==> config.mk <==
export PLATFORM = sky130hd
export DESIGN_NAME = clock_gen
export DESIGN_NICKNAME = d
export VERILOG_FILES = /design/src/rtl/clock_gen.sv
export SDC_FILE = /design/constraint.sdc
export NUM_CORES = 1
export LEC_CHECK = 0
export BUFFER_PORTS_ARGS = -buffer_cell sky130_fd_sc_hd__buf_2
export CELL_PAD_IN_SITES_DETAIL_PLACEMENT = 1
export CELL_PAD_IN_SITES_GLOBAL_PLACEMENT = 1
export CORE_AREA = 3 3 40 42
export DETAILED_ROUTE_END_ITERATION = 8
export DIE_AREA = 0 0 43 45
export PLACE_DENSITY_LB_ADDON = 0.12
export SYNTH_ARGS = -nofsm -noshare
export SYNTH_HDL_FRONTEND = slang
export SYNTH_SLANG_ARGS = --single-unit
==> constraint.sdc <==
create_clock -name clk -period 2.7 [get_ports clk]
set_clock_uncertainty 0.1 [all_clocks]
set_input_delay 0.27 -clock clk [delete_from_list [all_inputs] [get_ports clk]]
set_output_delay 0.27 -clock clk [all_outputs]
set_load 0.02 [all_outputs]
==> src/rtl/clock_gen.sv <==
// ============================================================================
// Module   : clock_gen
// Purpose  : Derives a registered, glitch-free divided clock from the
//            reference clock. The output has a fixed period of PERIOD
//            reference cycles and a high time of HIGH cycles. HIGH is the
//            nearest whole number to PERIOD*DUTY/100 (halves round up),
//            clamped to 1..PERIOD-1. An optional PHASE delay of idle
//            reference cycles precedes the first period after each start.
// Ports    : clk          in  reference clock, rising-edge active
//            rst          in  asynchronous reset, active high
//            enable       in  run request, asynchronous to clk
//            clk_out      out generated clock (registered)
//            running      out high while waiting out PHASE or producing
//                             periods (and while draining)
//            period_start out one-cycle pulse on the first high cycle of
//                             each period
// Config   : CLOCK_GEN_GLITCHFREE_EN - when defined, dropping enable while
//            periods are being produced lets the current period finish in
//            full (DRAIN state). When undefined, the period is cut short on
//            the next edge.
// Revision : 1.0 - initial release
// ============================================================================
`default_nettype none

module clock_gen #(
  parameter int PERIOD = 10,  // 2..65535
  parameter int DUTY   = 50,  // 1..99 percent
  parameter int PHASE  = 0    // 0..65535
) (
  input  logic clk,
  input  logic rst,
  input  logic enable,
  output logic clk_out,
  output logic running,
  output logic period_start
);

  // High time, rounded half-up and kept strictly inside the period so the
  // output always toggles.
  localparam int HIGH_RAW = (PERIOD * DUTY + 50) / 100;
  localparam int HIGH     = (HIGH_RAW < 1) ? 1 :
                            ((HIGH_RAW > PERIOD - 1) ? PERIOD - 1 : HIGH_RAW);

  // One counter serves both the phase wait and the period position, so it
  // is sized for whichever of the two is longer.
  localparam int CNT_MAX = (PERIOD > PHASE) ? PERIOD : PHASE;
  localparam int CW      = (CNT_MAX > 1) ? $clog2(CNT_MAX) : 1;

  localparam logic [CW-1:0] HIGH_C   = CW'(HIGH);
  localparam logic [CW-1:0] PER_LAST = CW'(PERIOD - 1);
  localparam logic [CW-1:0] PH_LAST  = (PHASE > 0) ? CW'(PHASE - 1) : '0;

`ifdef CLOCK_GEN_GLITCHFREE_EN
  typedef enum logic [1:0] {
    ST_IDLE  = 2'd0,
    ST_WAIT  = 2'd1,
    ST_RUN   = 2'd2,
    ST_DRAIN = 2'd3
  } state_t;
`else
  typedef enum logic [1:0] {
    ST_IDLE  = 2'd0,
    ST_WAIT  = 2'd1,
    ST_RUN   = 2'd2
  } state_t;
`endif

  state_t          state_q, state_d;
  logic [CW-1:0]   cnt_q, cnt_d;
  logic [CW-1:0]   run_next;
  logic            clk_out_q, clk_out_d;
  logic            en_meta_q, en_s_q;

  // Two-flop synchronizer: en_s_q is the only view of enable the FSM uses.
  always_ff @(posedge clk or posedge rst) begin
    if (rst) begin
      en_meta_q <= 1'b0;
      en_s_q    <= 1'b0;
    end else begin
      en_meta_q <= enable;
      en_s_q    <= en_meta_q;
    end
  end

  always_ff @(posedge clk or posedge rst) begin
    if (rst) begin
      state_q   <= ST_IDLE;
      cnt_q     <= '0;
      clk_out_q <= 1'b0;
    end else begin
      state_q   <= state_d;
      cnt_q     <= cnt_d;
      clk_out_q <= clk_out_d;
    end
  end

  // clk_out_d is derived from the counter value being loaded, so clk_out_q
  // lines up with cnt_q in the same cycle and is high on the very edge that
  // enters RUN.
  always_comb begin
    state_d   = state_q;
    cnt_d     = cnt_q;
    clk_out_d = 1'b0;
    run_next  = (cnt_q == PER_LAST) ? '0 : cnt_q + 1'b1;

    case (state_q)
      ST_IDLE: begin
        cnt_d = '0;
        if (en_s_q) begin
          if (PHASE == 0) begin
            state_d   = ST_RUN;
            clk_out_d = 1'b1;
          end else begin
            state_d = ST_WAIT;
          end
        end
      end

      ST_WAIT: begin
        if (!en_s_q) begin
          state_d = ST_IDLE;
          cnt_d   = '0;
        end else if (cnt_q == PH_LAST) begin
          state_d   = ST_RUN;
          cnt_d     = '0;
          clk_out_d = 1'b1;
        end else begin
          cnt_d = cnt_q + 1'b1;
        end
      end

`ifdef CLOCK_GEN_GLITCHFREE_EN
      // RUN and DRAIN count identically; they differ only in whether the
      // last cycle of a period with enable low ends the run. Enable coming
      // back during DRAIN just continues the period already in progress.
      ST_RUN, ST_DRAIN: begin
        if (!en_s_q && (cnt_q == PER_LAST)) begin
          state_d = ST_IDLE;
          cnt_d   = '0;
        end else begin
          state_d   = en_s_q ? ST_RUN : ST_DRAIN;
          cnt_d     = run_next;
          clk_out_d = (run_next < HIGH_C);
        end
      end
`else
      ST_RUN: begin
        if (!en_s_q) begin
          state_d = ST_IDLE;
          cnt_d   = '0;
        end else begin
          cnt_d     = run_next;
          clk_out_d = (run_next < HIGH_C);
        end
      end
`endif

      default: begin
        state_d = ST_IDLE;
        cnt_d   = '0;
      end
    endcase
  end

  assign clk_out      = clk_out_q;
  assign running      = (state_q != ST_IDLE);
  assign period_start = clk_out_q & (cnt_q == '0);

endmodule

`default_nettype wire

After elaboration in Yosys (flattened, before gate mapping)
Cells that the tools add are included.
- $add $sub $neg: 1
- order comparisons: 1
- equal/unequal tests: 6
- muxes and demuxes: 15
- bitwise logic cells: 1
- reductions and logical operators: 4
- operators by type and width (operator ; count):
    $mux W4 ; 4
    $mux W2 ; 4
    $pmux W4 S2 ; 1
    $pmux W2 S3 ; 1
    $add A4 B1 Y4 const B ; 1
    $eq A4 B4 Y1 const B ; 1
    $logic_not A4 Y1 ; 1
    $lt A4 B3 Y1 const B ; 1
    $mux W1 ; 4
    $ne A2 B2 Y1 const B ; 2
    $ne A3 B3 Y1 const B ; 1
    $pmux W1 S3 ; 1
    $reduce_and A3 Y1 ; 1
    $eq A2 B1 Y1 const B ; 1
    $eq A2 B2 Y1 const B ; 1
    $logic_not A2 Y1 ; 1
    $reduce_bool A2 Y1 ; 1
    $and A1 B1 Y1 ; 1
- bits in registers: 9
- input port bits: 3
- output and inout port bits: 3
- word-level logic and storage cells: 33

Depth between registers and ports, before layout
- depth in word-level cells: 5
- mapped depth: 3
- depth with buffers taken out: 3

Least setup slack after synthesis
Ideal clock, no wire load.
- path type: reg2out
- start point: register cnt_q[2]
- end point: output period_start
- arrival time: 0.896 ns
- data required time: 2.330 ns
- setup slack: 1.434 ns
- stages on the path, launching flop included: 3
- path buffers: 0
- cells stage by stage: dfrtp_1 > nor4_1 > and2_1
- longest elaborated chain between the ends: 2
- RTL lines (item ; line ; text):
    start, declared ; 69 ; logic [CW-1:0] cnt_q, cnt_d;
    start signal, assigned ; 92 ; cnt_q <= cnt_d;
    $logic_not A4 Y1 ; 167 ; assign period_start = clk_out_q & (cnt_q == '0);
    $and A1 B1 Y1 ; 167 ;
    end, declared ; 35 ; output logic period_start
No other way between the ends.

Worst setup path after layout
Ends and elaborated chain as after synthesis.

==> flow_summary.ini <==
[outcome]
status = completed

[global_routing]
overflow = 0
grt_pass1_wl_mm = 1.08
grt_pass1_vias = 248
antenna_found_initial = 0
track_usage = 0.0831
grt_max_degree = 9

[setup_path]
cp.arrival_ns = 1.25
slowest_stage = dfrtp_1
rr_worst_depth = 3
critPathTopFamily = flip-flops
critPathBufInv = 1
crit_type = reg2out
worstReg2RegEnd = cnt_q[1]
cp_slowest_stage_delay_ns = 0.44
crit_required_ns = 2.33
end_kind = primary output
startpoint_type = flip-flop
rr_startpoint = cnt_q[1]
worstPathCellList = nor4_1 > and2_1 > buf_2
crit_path_max_fanout = 7
rrSetupSlack_ns = 1.63

[sta]
tightest_slew_ns = 0.297
rsz0062_at_grt = no
max_freq_ghz = 0.616
fin_crit_sh = 0.601
slew_headroom = 0.802
final_hold_viol_count = 0
slew_violations = 0
setup_slack_ns = 1.08
period_minus_slack_ns = 1.62
setup_viol = 0
tns_ns = 0

[power]
power.internal_uw = 183
pwr-share-comb = 0.074
switching_share = 0.225
power_density_nw_per_um2 = 586
seqPwrFrac = 0.546
leakage_uw = 0.000186
p_total_uw = 236
p_clk_frac = 0.380
netSwitchingPower_uw = 52.9
ir_worst_vdd_uv = 186

[min_path]
hold_depth = 1
whs_endpoint = en_meta_q
hp-start = enable
hold_path_class = in2reg

[finish]
syn_to_final_growth_pct = 22.1
diodes = 0
drive_above_1_share = 0.200
final_util = 0.313
nNetsFinal = 45

[clock_tree]
postCtsSetupBuffers = 0
clk_pin_slew_ns = 0.05
clockBufferDepth = 2
cts.sinks = 8
cts_tree = done
numCtsBuffers = 3
ctsHtreeMaxLevel = 1
insertion_delay_ns = 0.25
root_buffer = clkbuf_4

[yosys]
synth_area_leader_cell = dfrtp_1
synth_top_cell_area_share = 0.608
ys_top_cells_by_area = dfrtp_1 61%, nor2b_1 5.7%, o21ai_1 4.6%, nand2b_1 3.8%, nand2_1 3.4%
yosysSeqAreaShare = 0.608
yosys_warnings = 0
synth.avg_cell_area_um2 = 10.3
ys_types = 15
syn_nets = 35
ys_ff_latch = 8
synth_cells = 32
syn_area_um2 = 329

[drt]
num_vias = 250
vias_per_cell = 4.55
wl_per_cell_um = 11.1
antenna_left = 0
first_pass_iters = 2
drt-initial-drc-count = 2
drc_errors = 0
routed_wirelength_um = 613

[floorplan]
die_y_um = 45
num_rows = 13
io_pins = 6
die_w_um = 43
die-area_um2 = 1940
core_um2 = 1280
initial_core_util = 0.256

[placement]
hpwl_um = 477
dp_slack_ns = 1.33
portBuffers = 5
gp_congestion = 0.672

[job]
max_cap_violations = 0
## metal layers
layer	vias to the layer above	wire length, um	track usage
met1	115	281	0.0914
met4	0	25	0.0904
li1	122	-	-
met2	8	267	0.111
met3	5	39	0.0398
met5	-	0	0
## Yosys cell counts
cell,number
dfrtp_1,8
nand2_1,3
nor2b_1,3
o21ai_1,3
a21oi_1,2
inv_1,2
nand2b_1,2
nor2_1,2
and2_1,1
and3b_1,1
clkbuf_1,1
nor4_1,1
o21a_1,1
o21ai_0,1
xor2_1,1
## final cells by class
cell class                 count  area (um2)
inverter                       2        7.51
sequential                     8         200
tap                           15        18.8
timing repair buffer           6        35.0
fill                         156         883
clock buffer                   3        22.5
multi-input combinational     21         118
## timing repair
item	CTS	global route
hold endpoints to repair	8	0
hold buffers	1	0
gates resized for setup	0	0
## cell families (layout without fill, tap and decap cells)
family	Yosys count	after routing	synth area share
xor+xnor	1	1	0.0266
buf+inv	3	11	0.0342
simple gates	13	13	0.217
compound gates	7	7	0.114
flops	8	8	0.608
## cell usage in the layout (no fill, tap or decap), drive strengths merged, types with 2 or more instances in the layout
master / instances
buf: 5
nor2b: 3
nor2: 2
o21ai: 4
nand2b: 2
dfrtp: 8
inv: 2
nand2: 3
clkbuf: 3
a21oi: 2
## worst max-delay path by stage
stage / start / to / slack, ns / cells after the start
3_3_place_gp: cnt_q[2] / period_start / 1.34 / 3
2_1_floorplan: cnt_q[2] / period_start / 1.43 / 2
6_report: cnt_q[2] / period_start / 1.08 / 3
5_1_grt: cnt_q[2] / period_start / 1.00 / 3
3_5_place_dp: cnt_q[2] / period_start / 1.33 / 3
4_1_cts: cnt_q[2] / period_start / 1.05 / 3
## power by group through the flow
stage | Combinational, uW | Sequential (uW) | Clock (uW)
2_1_floorplan | 9.66 | 131 | 0
3_3_place_gp | 16.8 | 130 | 0
3_5_place_dp | 17.1 | 131 | 0
4_1_cts | 18.1 | 128 | 94.6
5_1_grt | 19.6 | 129 | 101
6_report | 17.5 | 128 | 89.5
## flip-flops by register name (all words and copies together), names as in the netlist
register	cells
cnt_q	4
en_meta_q	1
clk_out	1
state_q	1
en_s_q	1
## metrics by stage
step                instance area [um2]  cells  hold WS, ns
detailed placement                  369     51        0.133
global route                        402     55       0.0139
finish                              402     55       0.0237
CTS                                 402     55       0.0161
floorplan                           329     32      -0.0143
global placement                    369     51        0.120
No activity file was read; power rests on OpenSTA's default activity.
